[config.mk]
export PLATFORM = sky130hd
export DESIGN_NAME = divf_seq
export DESIGN_NICKNAME = d
export VERILOG_FILES = /design/src/rtl/fp16_pkg.sv /design/src/rtl/divf_mant_step.sv /design/src/rtl/divf_seq.sv
export SDC_FILE = /design/constraint.sdc
export NUM_CORES = 1
export LEC_CHECK = 0
export CAP_MARGIN = 10
export CORE_ASPECT_RATIO = 0.7
export CORE_MARGIN = 4
export CORE_UTILIZATION = 25
export DETAILED_ROUTE_END_ITERATION = 7
export PLACE_DENSITY = 0.51
export RECOVER_POWER = 100
export SYNTH_ARGS = -nofsm -noshare
export SYNTH_HDL_FRONTEND = slang
export SYNTH_HIERARCHICAL = 1
export SYNTH_SLANG_ARGS = --single-unit
[constraint.sdc]
create_clock -name clk -period 2.45 [get_ports clk]
set_clock_uncertainty 0.1 [all_clocks]
set_input_delay 0.49 -clock clk [delete_from_list [all_inputs] [get_ports clk]]
set_output_delay 0.49 -clock clk [all_outputs]
set_load 0.02 [all_outputs]
[src/rtl/fp16_pkg.sv]
// fp16_pkg: shared 16-bit float format definitions (field positions, constants, divider FSM states)
package fp16_pkg;
  localparam int SIGN   = 15;
  localparam int EXP_HI = 14;
  localparam int EXP_LO = 7;
  localparam int MAN_HI = 6;
  localparam int FP_BIAS    = 127;
  localparam int FP_EXP_MAX = 255;
  typedef logic [15:0] fp16_t;
  localparam fp16_t FP_ZERO = 16'h0000;
  typedef enum logic [1:0] {IDLE, DIV, NORM, DONE} divf_state_t;
endpackage

[src/rtl/divf_mant_step.sv]
// divf_mant_step: one restoring-division step; ports r/d in, qbit and shifted next remainder out
module divf_mant_step (
  input  logic [9:0] r,
  input  logic [7:0] d,
  output logic       qbit,
  output logic [9:0] r_nx
);
  always_comb begin
    qbit = r >= {2'b00, d};
    r_nx = (qbit ? r - {2'b00, d} : r) << 1;
  end
endmodule

[src/rtl/divf_seq.sv]
// divf_seq: sequential fp16 divider a/b; start/busy/done handshake, result with dz/ovf flags
module divf_seq
  import fp16_pkg::*;
(
  input  logic        clk,
  input  logic        rst_n,
  input  logic        start,
  input  logic [15:0] a,
  input  logic [15:0] b,
  output logic        busy,
  output logic        done,
  output logic [15:0] result,
  output logic        dz,
  output logic        ovf
);
  divf_state_t       state;
  logic              sign, azero, bzero, qbit;
  logic signed [9:0] e, exp_n;
  logic [9:0]        r, r_nx;
  logic [7:0]        d;
  logic [8:0]        q;
  logic [3:0]        cnt;
  logic [6:0]        man;
  logic              ovf_n;
  fp16_t             res_n;
  divf_mant_step u_step (.r(r), .d(d), .qbit(qbit), .r_nx(r_nx));
  // A quotient below 1.0 shifts up one place, costing one exponent step.
  always_comb begin
    exp_n = q[8] ? e : e - 10'sd1;
    man   = q[8] ? q[7:1] : q[6:0];
    ovf_n = !bzero && !azero && exp_n >= 10'sd255;
    res_n = (bzero || ovf_n) ? {sign, 8'hFF, 7'h00} :
            (azero || exp_n <= 10'sd0) ? FP_ZERO : {sign, exp_n[7:0], man};
  end
  always_ff @(posedge clk or negedge rst_n)
    if (!rst_n) begin
      state  <= IDLE;
      busy   <= 1'b0;
      done   <= 1'b0;
      result <= FP_ZERO;
      dz     <= 1'b0;
      ovf    <= 1'b0;
      sign   <= 1'b0;
      azero  <= 1'b0;
      bzero  <= 1'b0;
      e      <= '0;
      r      <= '0;
      d      <= '0;
      q      <= '0;
      cnt    <= '0;
    end else begin
      case (state)
        IDLE: if (start) begin
          sign  <= a[SIGN] ^ b[SIGN];
          e     <= {2'b00, a[EXP_HI:EXP_LO]} - {2'b00, b[EXP_HI:EXP_LO]} + 10'(FP_BIAS);
          r     <= {3'b001, a[MAN_HI:0]};
          d     <= {1'b1, b[MAN_HI:0]};
          azero <= a == FP_ZERO;
          bzero <= b == FP_ZERO;
          cnt   <= '0;
          busy  <= 1'b1;
          state <= DIV;
        end
        DIV: begin
          q     <= {q[7:0], qbit};
          r     <= r_nx;
          cnt   <= cnt + 4'd1;
          state <= cnt == 4'd8 ? NORM : DIV;
        end
        NORM: begin
          result <= res_n;
          dz     <= bzero;
          ovf    <= ovf_n;
          done   <= 1'b1;
          state  <= DONE;
        end
        default: begin
          done  <= 1'b0;
          busy  <= 1'b0;
          state <= IDLE;
        end
      endcase
    end
endmodule

==> flow_metrics.py <==
metrics = {
    "global_routing": {
        "grt_max_degree": 67,
        "overflow": 0,
        "grt_pass1_wl_um": 19800,
        "gr-usage-all-layers_pct": 11.9,
        "grt_pass1_vias": 4054,
        "antenna_found_initial": 1,
    },
    "final_layout": {
        "nets": 648,
        "drive_above_1_share_pct": 32.9,
        "n_antenna_cell": 0,
        "syn2layout_area_growth_pct": 44.6,
        "final_cell_area_um2": 6460,
    },
    "logic_synthesis": {
        "synth_seq_cells": 66,
        "syn_inst": 474,
        "synth_top_area_cell": "dfrtp_1",
        "synth.most_common_cell": "dfrtp_1",
        "synthFlopType": "dfrtp_1",
        "async_flop_share_pct": 100,
        "synth_common_cells": "dfrtp_1, nand2_1, inv_1",
        "syn_nets": 535,
        "yosysWarningCount": 6,
        "syn-cell-area_um2": 4470,
        "synth_edf_count": 0,
        "yosysTopAreaCellShare_pct": 36.9,
        "ys_seq_area_share_pct": 36.9,
        "avgSynthCellArea_um2": 9.43,
        "yosys-top-cells-area": "dfrtp_1, ha_1, mux2_2",
        "ys_types": 74,
    },
    "power_and_ir_drop": {
        "power_leakage_nw": 2.69,
        "pwr_density_cell_nw_per_um2": 1370,
        "power_mw": 8.84,
        "irDropWorstVdd_mv": 0.499,
    },
    "clocking": {
        "clk_pin_slew_ns": 0.06,
        "clk-insertion-delay-late_ns": 0.33,
        "cts_max_path_buffers": 2,
        "clockRootBuffer": "clkbuf_16",
        "cts_tree": "built",
        "cts_buffers": 9,
        "clock_sink_count": 66,
        "ctsHoldBuffers": 0,
        "h-tree-depth": 3,
    },
    "timing": {
        "fin_crit_sh_pct": 101,
        "clock.fmax_ghz": 0.405,
        "setup_viol": 8,
        "worstMarginPinSlew_ns": 1.68,
        "fin_tns_setup_ns": -0.0978,
        "fin_crit_ns": 2.47,
        "hold_viol": 0,
        "setup_slack_ns": -0.0204,
        "grt_setup_unrepaired": "true",
        "slew_headroom_pct": -12.0,
        "slew_violations": 67,
    },
    "setup_path": {
        "crit_path_start_kind": "flip-flop",
        "path_buf_inv": 2,
        "timing.rr.end": "result[13]",
        "max_stage_delay_ns": 0.57,
        "end_kind": "flip-flop",
        "cp_cell_sequence": "buf_6 -> or4_4 -> or4_4 -> nand3_4 -> buf_6 -> a41o_4 -> a21oi_4 -> a31oi_1",
        "critPathKind": "reg2reg",
        "cp_top_family": "simple AND/OR/NAND/NOR gates",
        "critical_path_arrival_ns": 2.62,
        "crit_fanout": 5,
        "reg2reg_setup_slack_ns": -0.02,
        "r2r_cells": 8,
        "crit_slowest_cell": "or4_4",
        "required_ns": 2.59,
        "cp-startpoint": "e[1]",
        "r2r-start": "e[1]",
    },
    "placed_design": {
        "hpwl_um": 8930,
        "gp_routability_congestion": 0.770,
        "place_area_um2": 5610,
        "io_buffers": 54,
        "pre_cts_ws_ns": -0.601,
    },
    "floorplanning": {
        "die_area_um2": 20100,
        "die_y_um": 120,
        "die_width_um": 168,
        "core_area_um2": 17400,
        "row_count": 40,
        "io_pins": 55,
        "start_util_pct": 25.7,
    },
    "flow_run": {
        "cap_violations": 1,
    },
    "drt": {
        "viasPerCell": 4.81,
        "drtIter0Drc": 190,
        "first_pass_iters": 4,
        "remaining_drc_errors": 0,
        "wirelength_um": 12300,
        "ant_nets": 0,
        "vias": 3959,
        "avgRoutedWirePerCell_um": 14.9,
    },
    "worst_hold_path": {
        "min_path_cells": 2,
        "hp-class": "reg2reg",
        "worstHoldEndpoint": "ovf",
        "hold_path.startpoint": "ovf",
    },
    "run_status": {
        "violations": "capacitance limit, slew limit, setup timing",
        "status": "finished, violations left",
    },
}
==> timing repair <==
action / 4_1_cts / 5_1_grt
pin swaps: 12 / 27
gates cloned: 0 / 1
endpoints found under the setup margin: 18 / 29
resized for setup: 24 / 84
buffers inserted: 3 / 8
==> layout by cell type, fill, tap and decap left out, types with 10 or more instances in the layout <==
| cell type | count |
|---|---|
| inv_1 | 26 |
| ha_4 | 11 |
| nor4_1 | 10 |
| ha_1 | 10 |
| nor2_1 | 28 |
| dfrtp_1 | 64 |
| mux2_2 | 26 |
| o22ai_1 | 15 |
| nand2_1 | 46 |
| inv_2 | 10 |
| a21oi_1 | 18 |
| dlygate4sd3_1 | 20 |
| buf_4 | 55 |
| clkdlybuf4s50_1 | 23 |
| o21ai_0 | 22 |
==> cell families (layout without fill, tap and decap cells) <==
group / count (synthesis) / in the layout / share of synthesized area, %
compound gates: 133 / 133 / 20.5
xor+xnor: 13 / 13 / 2.55
fa+ha+maj: 26 / 26 / 7.61
buf+inv: 58 / 176 / 7.22
flops: 66 / 66 / 36.9
mux: 30 / 30 / 7.44
other cells: 1 / 1 / 0.0839
simple gates: 147 / 147 / 17.6
==> worst min-delay path, delay by kind of cell (launching register included) <==
kind	cells	cell delay [ns]
compound gates	1	0.05
simple gates	1	0.07
flops	1	0.34
==> registers in the layout, summed over array words and instances (netlist names) <==
signal  cells
azero       1
busy        1
bzero       1
cnt         4
d           8
done        1
dz          1
e          10
ovf         1
q           9
r          10
result     16
sign        1
state       2
==> report_power, final <==
group / total [mW] / leakage [nW] / switching, mW / internal, mW
registers: 2.00 / 0.787 / 0.401 / 1.59
logic: 5.41 / 1.74 / 2.79 / 2.62
clock network: 1.44 / 0.163 / 0.488 / 0.947
==> worst max path at each step <==
stage / to / cells after the start
floorplan: result[0] / 10
global placement: e[8] / 10
detailed placement: e[7] / 11
CTS: result[9] / 9
global route: r[1] / 12
finish: result[13] / 8
==> per-stage QoR <==
| step | util [%] | hold WS (ns) | std cells |
|---|---|---|---|
| 6_report | 37.2 | 0.382 | 823 |
| 5_1_grt | 37.2 | 0.404 | 823 |
| 4_1_cts | 34.9 | 0.0836 | 814 |
| 3_5_place_dp | 32.3 | 0.373 | 795 |
| 3_3_place_gp | 32.3 | 0.357 | 795 |
| 2_1_floorplan | - | 0.0944 | 474 |
==> layout make-up <==
cell class	count	area, µm²
Fill cell	1731	10900
Multi-Input combinational cell	350	2980
Sequential cell	66	1650
Timing Repair Buffer	124	1080
Tap cell	231	289
Clock buffer	12	256
Inverter	36	135
Clock inverter	4	73.8
==> metal layers <==
metal / GRT usage, % / up-vias / share of wire, %
met3: 3.95 / 14 / 3.8
met4: 2.28 / 2 / 0.95
met2: 19.7 / 53 / 47
met5: 0 / - / 0.057
met1: 15.4 / 1929 / 48
li1: - / 1961 / -
Note: power is estimated with default switching activity, not from simulation.
